$ cat src/rtl/mips_pkg.sv
`default_nettype none
// ============================================================================
// Module      : mips_pkg
// Description : Constants and types shared by the MIPS pipeline hazard and
//               forwarding logic.
//               REG_ADDR_W : default register address width
//               fwd_sel_t  : 2-bit forwarding select
//               FWD_RF / FWD_MEM / FWD_WB : select encodings
//               REG_ZERO   : hard-wired zero register index
// Revision    : 1.0 - initial release
// ============================================================================
package mips_pkg;

    localparam int REG_ADDR_W = 5;

    typedef logic [1:0] fwd_sel_t;

    localparam fwd_sel_t FWD_RF  = 2'b00;   // operand from register file
    localparam fwd_sel_t FWD_MEM = 2'b10;   // operand from EX/MEM (newest)
    localparam fwd_sel_t FWD_WB  = 2'b01;   // operand from MEM/WB

    localparam int REG_ZERO = 0;

endpackage : mips_pkg
`default_nettype wire

$ cat src/rtl/fwd_select.sv
`default_nettype none
// ============================================================================
// Module      : fwd_select
// Description : Forwarding select for one EX-stage source operand.
//               EX/MEM wins over MEM/WB; register 0 is never forwarded.
// Ports       : src              in  EX-stage source register
//               ex_mem_rd/_we    in  MEM-stage destination / write enable
//               mem_wb_rd/_we    in  WB-stage destination / write enable
//               sel              out 00 reg file, 10 EX/MEM, 01 MEM/WB
// Revision    : 1.0 - initial release
// ============================================================================
module fwd_select
    import mips_pkg::*;
#(
    parameter int ADDR_W = REG_ADDR_W
) (
    input  logic [ADDR_W-1:0] src,
    input  logic [ADDR_W-1:0] ex_mem_rd,
    input  logic              ex_mem_reg_write,
    input  logic [ADDR_W-1:0] mem_wb_rd,
    input  logic              mem_wb_reg_write,
    output logic [1:0]        sel
);

    localparam logic [ADDR_W-1:0] c_zero = ADDR_W'(REG_ZERO);

    fwd_sel_t w_sel;

    always_comb begin
        w_sel = FWD_RF;
        if (ex_mem_reg_write && (ex_mem_rd != c_zero) && (ex_mem_rd == src)) begin
            w_sel = FWD_MEM;
        end else if (mem_wb_reg_write && (mem_wb_rd != c_zero) && (mem_wb_rd == src)) begin
            w_sel = FWD_WB;
        end
    end

    assign sel = w_sel;

endmodule : fwd_select
`default_nettype wire

$ cat src/rtl/hazard_forward_unit.sv
`default_nettype none
// ============================================================================
// Module      : hazard_forward_unit
// Description : EX-stage forwarding selects for N_SRC operands plus
//               load-use and MDU-scoreboard stall control for a 5-stage
//               MIPS pipeline.
// Ports       : clk, rst (async, active-high)
//               id_src/id_src_valid       ID source regs and read flags
//               id_is_mdu/id_mdu_rd       ID MDU op and its destination
//               id_ex_src                 EX source regs (forwarding)
//               id_ex_rd/_reg_write/_mem_read  EX instruction info
//               ex_mem_rd/_reg_write      MEM destination
//               mem_wb_rd/_reg_write      WB destination
//               forward_sel  out  2 bits per channel
//               stall        out  hold PC and IF/ID
//               id_ex_flush  out  bubble into ID/EX (equals stall)
//               mdu_busy     out  MDU scoreboard entry live
// Option      : HAZARD_PERF_CNT_EN adds saturating stall_cycles and
//               mdu_stall_cycles counters.
// Revision    : 1.0 - initial release
// ============================================================================
module hazard_forward_unit #(
    parameter int REG_ADDR_W = 5,
    parameter int N_SRC      = 2,
    parameter int LOAD_DELAY = 1,
    parameter int MDU_LAT    = 4
) (
    input  logic                        clk,
    input  logic                        rst,
    input  logic [N_SRC*REG_ADDR_W-1:0] id_src,
    input  logic [N_SRC-1:0]            id_src_valid,
    input  logic                        id_is_mdu,
    input  logic [REG_ADDR_W-1:0]       id_mdu_rd,
    input  logic [N_SRC*REG_ADDR_W-1:0] id_ex_src,
    input  logic [REG_ADDR_W-1:0]       id_ex_rd,
    input  logic                        id_ex_reg_write,
    input  logic                        id_ex_mem_read,
    input  logic [REG_ADDR_W-1:0]       ex_mem_rd,
    input  logic                        ex_mem_reg_write,
    input  logic [REG_ADDR_W-1:0]       mem_wb_rd,
    input  logic                        mem_wb_reg_write,
    output logic [2*N_SRC-1:0]          forward_sel,
    output logic                        stall,
    output logic                        id_ex_flush,
    output logic                        mdu_busy
`ifdef HAZARD_PERF_CNT_EN
    ,
    output logic [31:0]                 stall_cycles,
    output logic [31:0]                 mdu_stall_cycles
`endif
);

    import mips_pkg::*;

    localparam int LD_CNT_W  = $clog2(LOAD_DELAY + 1);
    localparam int MDU_CNT_W = $clog2(MDU_LAT + 1);

    localparam logic [LD_CNT_W-1:0]   c_ld_reload  = LD_CNT_W'(LOAD_DELAY - 1);
    localparam logic [MDU_CNT_W-1:0]  c_mdu_reload = MDU_CNT_W'(MDU_LAT - 1);
    localparam logic [REG_ADDR_W-1:0] c_zero       = REG_ADDR_W'(REG_ZERO);

    logic [LD_CNT_W-1:0]   r_ld_cnt;
    logic [MDU_CNT_W-1:0]  r_mdu_cnt;
    logic [REG_ADDR_W-1:0] r_mdu_rd_q;

    logic w_ld_src_match;
    logic w_mdu_src_match;
    logic w_ld_hit;
    logic w_mdu_hit;
    logic w_mdu_busy;
    logic w_stall;
    logic w_mdu_issue;

    // ------------------------------------------------------------------
    // Forwarding: one independent selector per EX operand
    // ------------------------------------------------------------------
    generate
        for (genvar gi = 0; gi < N_SRC; gi++) begin : g_fwd
            fwd_select #(
                .ADDR_W (REG_ADDR_W)
            ) u_fwd_select (
                .src              (id_ex_src[gi*REG_ADDR_W +: REG_ADDR_W]),
                .ex_mem_rd        (ex_mem_rd),
                .ex_mem_reg_write (ex_mem_reg_write),
                .mem_wb_rd        (mem_wb_rd),
                .mem_wb_reg_write (mem_wb_reg_write),
                .sel              (forward_sel[2*gi +: 2])
            );
        end
    endgenerate

    // ------------------------------------------------------------------
    // Source matching against the loading EX instruction and the
    // outstanding MDU destination; unread operands never match.
    // ------------------------------------------------------------------
    always_comb begin
        w_ld_src_match  = 1'b0;
        w_mdu_src_match = 1'b0;
        for (int i = 0; i < N_SRC; i++) begin
            if (id_src_valid[i] && (id_src[i*REG_ADDR_W +: REG_ADDR_W] == id_ex_rd)) begin
                w_ld_src_match = 1'b1;
            end
            if (id_src_valid[i] && (id_src[i*REG_ADDR_W +: REG_ADDR_W] == r_mdu_rd_q)) begin
                w_mdu_src_match = 1'b1;
            end
        end
    end

    assign w_ld_hit   = id_ex_mem_read && id_ex_reg_write && (id_ex_rd != c_zero) && w_ld_src_match;
    assign w_mdu_busy = (r_mdu_cnt != '0);
    // Second term is the structural hazard: only one MDU op in flight.
    assign w_mdu_hit  = w_mdu_busy && ((w_mdu_src_match && (r_mdu_rd_q != c_zero)) || id_is_mdu);
    assign w_stall    = w_ld_hit || (r_ld_cnt != '0) || w_mdu_hit;
    // A stalled MDU op stays in ID and is not issued.
    assign w_mdu_issue = id_is_mdu && !w_stall;

    assign stall       = w_stall;
    assign id_ex_flush = w_stall;
    assign mdu_busy    = w_mdu_busy;

    // ------------------------------------------------------------------
    // Load-use counter: the hit cycle itself is the first stall cycle,
    // so only LOAD_DELAY-1 extra cycles are counted.
    // ------------------------------------------------------------------
    always_ff @(posedge clk or posedge rst) begin
        if (rst) begin
            r_ld_cnt <= '0;
        end else if (r_ld_cnt != '0) begin
            r_ld_cnt <= r_ld_cnt - 1'b1;
        end else if (w_ld_hit) begin
            r_ld_cnt <= c_ld_reload;
        end
    end

    // ------------------------------------------------------------------
    // MDU scoreboard (single entry)
    // ------------------------------------------------------------------
    always_ff @(posedge clk or posedge rst) begin
        if (rst) begin
            r_mdu_cnt  <= '0;
            r_mdu_rd_q <= '0;
        end else if (w_mdu_issue) begin
            r_mdu_cnt  <= c_mdu_reload;
            r_mdu_rd_q <= id_mdu_rd;
        end else if (r_mdu_cnt != '0) begin
            r_mdu_cnt  <= r_mdu_cnt - 1'b1;
        end
    end

`ifdef HAZARD_PERF_CNT_EN
    logic [31:0] r_stall_cycles;
    logic [31:0] r_mdu_stall_cycles;

    always_ff @(posedge clk or posedge rst) begin
        if (rst) begin
            r_stall_cycles     <= '0;
            r_mdu_stall_cycles <= '0;
        end else begin
            if (w_stall && (r_stall_cycles != '1)) begin
                r_stall_cycles <= r_stall_cycles + 32'd1;
            end
            if (w_mdu_hit && (r_mdu_stall_cycles != '1)) begin
                r_mdu_stall_cycles <= r_mdu_stall_cycles + 32'd1;
            end
        end
    end

    assign stall_cycles     = r_stall_cycles;
    assign mdu_stall_cycles = r_mdu_stall_cycles;
`endif

endmodule : hazard_forward_unit
`default_nettype wire

$ cat config.mk
export PLATFORM = sky130hd
export DESIGN_NAME = hazard_forward_unit
export DESIGN_NICKNAME = d
export VERILOG_FILES = /design/src/rtl/mips_pkg.sv /design/src/rtl/fwd_select.sv /design/src/rtl/hazard_forward_unit.sv
export SDC_FILE = /design/constraint.sdc
export NUM_CORES = 1
export LEC_CHECK = 0
export CORE_ASPECT_RATIO = 0.8
export CORE_MARGIN = 5
export CORE_UTILIZATION = 39
export CTS_BUF_LIST = sky130_fd_sc_hd__clkbuf_4 sky130_fd_sc_hd__clkbuf_8
export CTS_CLUSTER_SIZE = 25
export DETAILED_ROUTE_END_ITERATION = 12
export PLACE_DENSITY = 0.83
export REMOVE_ABC_BUFFERS = 1
export SETUP_SLACK_MARGIN = 0.2
export SYNTH_ARGS = -nofsm -noshare
export SYNTH_HDL_FRONTEND = slang
export SYNTH_HIERARCHICAL = 1
export SYNTH_SLANG_ARGS = --single-unit
$ cat constraint.sdc
create_clock -name clk -period 2.25 [get_ports clk]
set_clock_uncertainty 0.15 [all_clocks]
set_input_delay 0.3375 -clock clk [delete_from_list [all_inputs] [get_ports clk]]
set_output_delay 0.3375 -clock clk [all_outputs]
set_load 0.01 [all_outputs]
== Word level (Yosys, flattened, before mapping) ==
Cells that the tools add are included.
W data, S select, Z words.

* Register bits: 9
* Input bits: 49
* Output and inout bits: 7
* Logic and storage cells: 50

* Add/subtract/negate cells: 2
* Equal/unequal tests: 8
* Muxes and demuxes: 11
* Reduce and logical (&&, ||, !) cells: 26

{| class="wikitable"
|+ Operators with widths
! operator !! count
|-
| $eq A5 B5 Y1 || 8
|-
| $reduce_bool A5 Y1 || 4
|-
| $logic_and A1 B1 Y1 || 16
|-
| $mux W1 || 7
|-
| $mux W3 || 2
|-
| $mux W2 || 2
|-
| $logic_or A1 B1 Y1 || 3
|-
| $reduce_bool A3 Y1 || 1
|-
| $sub A3 B1 Y3 const B || 1
|-
| $reduce_bool A2 Y1 || 1
|-
| $logic_not A1 Y1 || 1
|-
| $sub A1 B1 Y1 const B || 1
|}

== Longest topological paths before layout ==
Gate-level depths: netlist (run 1).

* Word-level depth: 11
* Gate-level depth with buffers: 7
* Depth with buffers taken out: 6

== By module ==
Netlist (run 1), hierarchy kept.

{| class="wikitable"
|+ Modules (own cells, without submodules)
! module !! instances !! cells each !! area each (um^2) !! sequential area each (um^2)
|-
| hazard_forward_unit || 1 || 68 || 646.9 || 200.2
|-
| fwd_select || 2 || 20 || 151.4 || 0.0
|}

== Least setup slack after synthesis (run 1) ==
No wires, ideal clock.

* Kind: input to output
* From: input port id_ex_rd[0]
* To: output port stall
* Arrival: 1.476 ns
* Data required time: 1.762 ns
* Path slack: 0.286 ns
* Stages: 5
* Path buffers: 1
* Path through: or3_1 > o311a_1 > nand2_1 > o21ai_0 > buf_4

* Cells in the longest elaborated chain, start to end: 7
* Elaborated cells on any way between the ends: 11
* Those cells by class: 2 x eq/ne; 2 x mux; 7 x reduce/logical

{| class="wikitable"
|+ RTL lines
! item !! line !! source
|-
| from (decl) || hazard_forward_unit.sv:35 || <nowiki>input logic [REG_ADDR_W-1:0] id_ex_rd,</nowiki>
|-
| $eq A5 B5 Y1 || hazard_forward_unit.sv:100 || <nowiki>if (id_src_valid[i] && (id_src[i*REG_ADDR_W +: REG_ADDR_W] == id_ex_rd)) begin</nowiki>
|-
| $logic_and A1 B1 Y1 || hazard_forward_unit.sv:100 ||
|-
| $mux W1 (2 in series) || hazard_forward_unit.sv:100 ||
|-
| $logic_and A1 B1 Y1 * || hazard_forward_unit.sv:109 || <nowiki>assign w_ld_hit = id_ex_mem_read && id_ex_reg_write && (id_ex_rd != c_zero) && w_ld_src_match;</nowiki>
|-
| $logic_or A1 B1 Y1 * (2 in series) || hazard_forward_unit.sv:113 || <nowiki>assign w_stall = w_ld_hit || (r_ld_cnt != '0) || w_mdu_hit;</nowiki>
|-
| to (decl) || hazard_forward_unit.sv:43 || <nowiki>output logic stall,</nowiki>
|}

Mark *: on every way between the ends. The rest lies on a longest branch, timed or not.

== Worst setup path in the final report (run 1) ==
Same ends and word-level chain as after synthesis.

==> results of run 1 <==
[layout make-up]
| class | instances | area (um2) |
|---|---|---|
| multi-input cells | 93 | 769 |
| inverters | 5 | 18.8 |
| well taps | 27 | 33.8 |
| fillers | 221 | 762 |
| repair buffers | 73 | 576 |
| clock buffers | 3 | 22.5 |
| flip-flops and latches | 8 | 200 |
[stage by stage]
stage | instances | worst slack (ns) | utilization (%)
floorplan | 106 | 0.372 | -
global placement | 199 | -0.441 | 67.4
detailed placement | 199 | -0.491 | 67.4
CTS | 208 | 0.110 | 68.7
global route | 209 | 0.153 | 68.0
finish | 209 | 0.192 | 68.0
[power breakdown]
group	switching (mW)	internal, mW
logic	0.247	0.362
clock network	0.0447	0.0608
registers	0.0679	0.221
[routing by layer]
layer	track usage (%)	vias to the layer above	share of wire, %
li1	-	527	-
met1	18.3	493	39
met2	36.3	37	54
met3	2.71	0	7.1
met4	4.14	0	0
met5	0	-	0
[registers in the layout (all words and copies together), names as in the netlist]
register	cells
r_mdu_rd_q	5
r_mdu_cnt	3
[worst max-delay path: stages]
cell and delay (ns):
buf_2 0.13, or3_4 0.39, o311a_4 0.37, nand2_2 0.07, buf_4 0.10, o21ai_2 0.05
buf_2 0.14
[timing repair]
item	CTS	global route
endpoints found under the setup margin	14	12
gates resized for setup	67	36
pin swaps	12	20
gates cloned	0	0
setup buffers	6	1
[final timing paths]
path | start | endpoint | slack (ns) | cells past startpoint
worst max-delay path | id_ex_rd[0] | stall | 0.19 | 7
min in group clk | r_mdu_cnt[1] | r_mdu_cnt[1] | 0.34 | 1
worst min register to register | r_mdu_cnt[1] | r_mdu_cnt[1] | 0.34 | 1
max in group asynchronous | rst | r_mdu_rd_q[1] | 1.54 | 2
worst min-delay path | rst | r_mdu_rd_q[0] | 0.18 | 2
worst max register to register | r_mdu_cnt[0] | r_mdu_rd_q[0] | 0.35 | 7
[layout by cell type, fill, tap and decap left out, drive strengths merged, types with 3 or more instances in the layout]
cell type and n:
a21oi 4, buf 27, mux2 5, dfrtp 8, nand3 4, xor2 6
nor2 4, inv 5, xnor2 31, nor3 7, nand2 11, dlygate4sd2 15
clkdlybuf4s50 15, nand4 4, dlymetal6s2s 3, clkbuf 14, a211oi 3
[cell families after synthesis]
family                     after synthesis  synth area share [%]
xor gates and xnor gates                37                  34.1
muxes                                    5                  5.93
and+or+nand+nor                         34                  18.0
AOI/OAI and AO/OA                       15                  15.0
buffers and inverters                    7                  3.16
DFF                                      8                  21.1
adders and majority gates                2                  2.63
==> metrics, run 1 <==
startpoint types=primary input; worst hold slack=roughly 0.18 ns; Syn Area/Cell=8.79 um2; core area=2380 um2; routed vias/inst=5.06; Max FO, Critical Path=3; setup TNS=0 ns; DRT iter0 DRCs=32; Main synth FF type=dfrtp_1; die area=3530 um2; relative slew slack=between 70% and 80%; max-slew violation count=0; layout cells sized above 1=34.6%; number of I/O port buffers=55; Area Growth Syn to Fin=70.6%; Sink Count=8; post-DP HPWL=~2.6 mm; sequential share of the synthesized area=about a fifth; fmax=0.486 GHz; Final setup viols=0; critical path capture point type=output port; post-layout power=1.00 mW; CTS Buf Count=3; vias in the first global route=1101; number of synthesized flops with an enable pin=0; Critical Path AT=1.57 ns; top cells by count, synth=xnor2_1 (31), nand2_1 (11), dfrtp_1 (8), xor2_1 (6); GRT Total Usage=17.4%; top cell type's share of synthesized area=28.6%; initial antenna violation count=0; RSZ-0062 raised after global routing=true; via count=1057; critical path class=in2out; TritonRoute pass-1 iters=4; io pins=56; fin crit share=approximately nine tenths; final hold vios=0; Post-route DRC=0; Synth area leaders=xnor2_1 (29%), dfrtp_1 (21%), mux2_2 (5.9%); hold buffers post-CTS=0; NumNets Final=roughly 240; Initial Util=39.9%; Placed Area=between 1500 and 2000 um2; YS warnings=6; Hold Crit Class=in2async; clock-pin transition on the worst setup and hold timing paths=0.05 ns; maximum VDD drop=0.000528 V; global-route wire length before repair=4.82 mm; cell area after layout=1620 um2; Yosys reg bits=8; area leader, netlist=xnor2_1; Wirelength per Cell=14.3 um; Root Driver=clkbuf_4; die width=between 60 and 70 um; FFs w/ async S/R, synth=100%; Clock Path Buffers=2; cell count after synthesis=108; htree depth=1; largest net degree at the start of global routing=9; Netlist Area Pre-Place=950 um2; n_diodes=0; final wirelength=3.00 mm; Slew @ Worst Pin=0.333 ns; gp weighted congestion=0.831; Tmin final=2.06 ns; total of max-cap violations=0; outcome=completed; Critical Path RT=1.76 ns; pwr dens=619 nW/um2; Core Rows=16; most frequent cell after synthesis=xnor2_1; gr ovfl total=0; Leak=0.710 nW; CTS tree=done; antenna viol nets, final=0; distinct cell type count of the synthesized netlist=27; Die H=~54 um; Clk Latency, worst-skew pair=0.25 ns
Note: power is estimated with default switching activity, not from simulation.
==> run 2, diff against run 1 <==
==> constraint.sdc (replaced) <==
create_clock -name clk -period 2.1 [get_ports clk]
set_clock_uncertainty 0.15 [all_clocks]
set_input_delay 0.315 -clock clk [delete_from_list [all_inputs] [get_ports clk]]
set_output_delay 0.315 -clock clk [all_outputs]
set_load 0.01 [all_outputs]
==> run 2 against run 1 <==
Via count increased by 4.5%. Final cell count unchanged. Die area is the same. Clock-buffer cell count stayed put. Routed wire length is 10% higher. Setup slack got worse by 0.16 ns. Core utilization increased by 3.1 points. Critical endpoint unchanged.
==> metrics, run 2 (same netlist as run 1, synthesis figures left out) <==
outcome=completed; cell area after layout=1690 um2; Placed Area=around 1600 um2; worst path buffer plus inverter count=1; Clk Latency, worst-skew pair=~0.26 ns; post-DP HPWL=2.66 mm; Critical Path AT=1.60 ns; Slew @ Worst Pin=0.305 ns; via count=~1100; Leak=about 0.73 nW; RSZ-0062 raised after global routing=true; CTS tree=done; DRT iter0 DRCs=36; pwr dens=just over 700 nW/um2; met3 global-route usage=~2.7%; Hold Crit Class=in2async; relative slew slack=just under 80%; Max FO, Critical Path=3; Critical Path RT=1.63 ns; fmax=0.485 GHz; die area=3530 um2; max-slew violation count=0; initial antenna violation count=0; Die H=54.1 um; antenna viol nets, final=0; htree depth=1; cell-by-cell trace of the critical path=xnor2_1 > nand4_1 > o22ai_1 > a21oi_1 > o21ai_1 > buf_2; io pins=between 50 and 60; largest register by flop count=r_mdu_rd_q; Fillers=184; Sink Count=8; core area=2380 um2; final wirelength=3.30 mm; GRT Total Usage=18.9%; Final setup viols=0; critical path capture point type=output port; Reg2Reg Setup Slack=approximately 0.25 ns; Root Driver=clkbuf_4; gp weighted congestion=about 0.85; Area Growth Syn to Fin=78.4%; Crit-path slowest cell=dfrtp_1; Tmin final=2.06 ns; total of max-cap violations=0; startpoint types=register; largest net degree at the start of global routing=9; met2 Usage GRT=37.5%; critical path class=reg2out; Crit path max-delay family=compound AO/OA/AOI/OAI gates; hold buffers post-CTS=0; most frequent cells in the layout=xnor2_1 (30), buf_4 (16), dlygate4sd2_1 (15); GRT busiest layer=met2; CTS Buf Count=3; gr ovfl total=0; commonest non-fill, non-tap cell in the layout=xnor2_1; maximum VDD drop=0.000512 V; Top Registers=r_mdu_rd_q (5), r_mdu_cnt (3); NumNets Final=around 240; routed vias/inst=~5.3; final hold vios=0; Post-route DRC=0; Core Rows=16; layout cells sized above 1=a little under two fifths; die width=between 60 and 70 um; Wirelength per Cell=~16 um; global-route wire length before repair=5.13 mm; vias in the first global route=~1200; crit-path max cell delay=0.42 ns; GR Util met1=about a fifth; Clock Path Buffers=2; TritonRoute pass-1 iters=4; Initial Util=39.9%; n_diodes=0; post-layout power=1.22 mW; number of I/O port buffers=55; fin crit share=98.2%; max reg flops=5; clock-pin transition on the worst setup and hold timing paths=0.05 ns
==> run 2: cell count changes in the layout (fill, tap and decap cells not counted), sizes merged <==
cell	delta
clkbuf	-8
buf	+4
clkdlybuf4s50	-2
clkdlybuf4s15	+8
dlymetal6s2s	-2
==> run 2: where the power goes <==
part	switching (mW)	internal (mW)
registers	0.0780	0.237
logic	0.305	0.481
clock network	0.0561	0.0656
==> run 2: timing repair <==
item                       CTS  global route
pin swaps                   26            18
setup endpoints to repair   14            12
gates resized for setup    106            22
setup buffers                2             2
==> run 2: worst paths after layout <==
path / startpoint / end / depth (start not counted)
min in group clk: r_mdu_cnt[1] / r_mdu_cnt[1] / 1
worst max register to register: r_mdu_cnt[0] / r_mdu_cnt[1] / 9
max in group asynchronous: rst / r_mdu_cnt[0] / 2
worst min-delay path: rst / r_mdu_rd_q[1] / 2
worst min register to register: r_mdu_cnt[1] / r_mdu_cnt[1] / 1
worst max-delay path: r_mdu_rd_q[2] / stall / 6
==> run 2: metal layers <==
metal | part of all wire [%] | vias to the layer above | routed length (um)
li1 | - | 527 | -
met1 | 37 | 519 | 1220
met2 | 52 | 48 | 1730
met3 | 7.2 | 11 | 238
met4 | 3.3 | 0 | 110
met5 | 0 | - | 0
==> run 2: through the flow <==
stage,hold WS (ns),setup TNS [ns],utilization (%),std cells,worst slack (ns)
after floorplan,-0.0193,0,-,106,0.244
after global placement,0.323,-5.23,68.3,202,-0.546
after detailed placement,0.327,-5.82,68.3,202,-0.602
after CTS,0.144,0,68.9,207,0.0278
after global routing,0.178,-0.144,71.1,209,-0.0746
final,0.145,0,71.1,209,0.0368
==> run 2: layout make-up <==
type | count | area [um2] | share of cell area [%]
Clock buffer | 3 | 22.5 | 1.33
Tap cell | 27 | 33.8 | 1.99
Sequential cell | 8 | 200 | 11.8
Inverter | 5 | 18.8 | 1.11
Timing Repair Buffer | 73 | 616 | 36.3
Multi-Input combinational cell | 93 | 803 | 47.4
==> run 3, diff against run 2 <==
--- a/config.mk
+++ b/config.mk
@@ -18,3 +18,4 @@
 export SYNTH_HDL_FRONTEND = slang
 export SYNTH_HIERARCHICAL = 1
 export SYNTH_SLANG_ARGS = --single-unit
+export TNS_END_PERCENT = 20
==> run 3 against run 2 <==
Critical path depth unchanged. Non-clock buffer count fell by 4. Clock-buffer cell count is the same. Via count down 3.1%.
==> metrics, run 3 (same netlist as run 1, synthesis figures left out) <==
Die H=54.1 um; Tmin final=2.05 ns; clock-pin transition on the worst setup and hold timing paths=0.05 ns; Crit-path slowest cell=dfrtp_1; Critical Path Start=r_mdu_rd_q[2]; Leak=0.723 nW; Clock Path Buffers=2; GRT Total Usage=18.2%; critical path class=reg2out; cell depth of the worst flop-to-flop path=7; pwr dens=693 nW/um2; critical path capture point type=output port; Reg2Reg Setup Slack=roughly 0.21 ns; Clk Latency, worst-skew pair=roughly 0.26 ns; final wirelength=3.14 mm; layout cells sized above 1=32.6%; core area=2380 um2; cell-by-cell trace of the critical path=xnor2_1 > nand4_1 > o22ai_1 > a21oi_1 > o21ai_1 > buf_2; Wirelength per Cell=15.3 um; total of max-cap violations=0; worst setup margin=roughly 0.051 ns; die area=3530 um2; post-DP HPWL=2.66 mm; RSZ-0062 raised after global routing=true; Critical Path RT=around 1.6 ns; reg2reg end=r_mdu_rd_q[0]; relative slew slack=between 70% and 80%; via count=1071; vias in the first global route=1154; Root Driver=clkbuf_4; global-route wire length before repair=about 5.0 mm; Critical Path AT=1.58 ns; largest register by flop count=r_mdu_rd_q; outcome=completed; gp weighted congestion=0.851; Max FO, Critical Path=3; routed vias/inst=5.22; Sink Count=8; Slew @ Worst Pin=0.303 ns; initial antenna violation count=0; maximum VDD drop=~0.0005 V; NumNets Final=231; number of I/O port buffers=55; post-CTS setup buffers=0; io pins=56; TritonRoute pass-1 iters=4; largest net degree at the start of global routing=9; Core Util, Final=around two thirds; commonest non-fill, non-tap cell in the layout=xnor2_1; pre-CTS setup slack=-0.602 ns; fin crit share=97.6%; post-layout power=~1.1 mW; gr ovfl total=0; CTS tree=done; max reg flops=5; CTS Buf Count=3; die width=65.2 um; final hold vios=0; n_diodes=0; Final setup viols=0; most frequent cells in the layout=xnor2_1 (30), dlygate4sd2_1 (15), buf_4 (13), clkbuf_2 (13), clkdlybuf4s50_1 (13); RR Startpoint=r_mdu_cnt[0]; crit-path max cell delay=0.42 ns; Core Rows=16; DRT iter0 DRCs=45; fmax=0.488 GHz; Hold Crit Class=in2async; Top Registers=r_mdu_rd_q (5), r_mdu_cnt (3); max-slew violation count=0; startpoint types=register; Post-route DRC=0; Initial Util=39.9%; htree depth=1; antenna viol nets, final=0; Area Growth Syn to Fin=71.3%
## run 3: cell types whose count changed in the layout (fill, tap and decap cells not counted), sizes merged
cell,delta
buf,-12
clkbuf,+10
clkdlybuf4s15,-7
dlymetal6s2s,+5
## run 3: worst max-delay path, delay by kind of cell (launching register included)
family	cells	cell delay [ns]
AO/OA/AOI/OAI	3	0.43
flip-flops	1	0.42
XOR/XNOR	1	0.17
buffers and inverters	1	0.16
AND/OR/NAND/NOR	1	0.14
## run 3: worst max path at each step
stage                         end  slack, ns  cells past startpoint
global route                stall      -0.09                      6
detailed placement          stall      -0.60                      6
floorplan           r_mdu_rd_q[0]       0.24                      4
global placement            stall      -0.55                      6
finish                      stall       0.05                      6
CTS                         stall       0.03                      6
## run 3: cell type report
type	instances	area, um2
clock buffers	3	22.5
repair buffers	69	567
flip-flops and latches	8	200
well taps	27	33.8
multi-input cells	93	785
inverters	5	18.8
fillers	192	756
## run 3: what timing repair did
| item | in CTS | in global routing |
|---|---|---|
| pin swaps | 15 | 15 |
| gates cloned | 0 | 0 |
| hold buffers | 0 | 0 |
| endpoints found under the setup margin | 14 | 14 |
| resized for setup | 56 | 44 |
## run 3: through the flow
stage | instance area [um2] | cells | TNS, ns | hold WS [ns]
after floorplan | 938 | 106 | 0 | -0.0193
after global placement | 1630 | 202 | -5.23 | 0.323
after detailed placement | 1630 | 202 | -5.82 | 0.327
after CTS | 1620 | 205 | 0 | 0.144
after global routing | 1630 | 205 | -0.171 | 0.178
final | 1630 | 205 | 0 | 0.145
## run 3: per-layer routing
layer / global-route usage [%] / routed length (um)
met1: 19.3 / 1130
met2: 35.0 / 1670
met3: 2.71 / 254
met4: 10.3 / 89
met5: 0 / 0
## run 3: report_power, final
group          switching, mW  internal (mW)  leakage [nW]
Combinational          0.280          0.415         0.614
Clock                 0.0552         0.0656        0.0138
Sequential            0.0749          0.237        0.0949
Total                  0.410          0.718         0.723
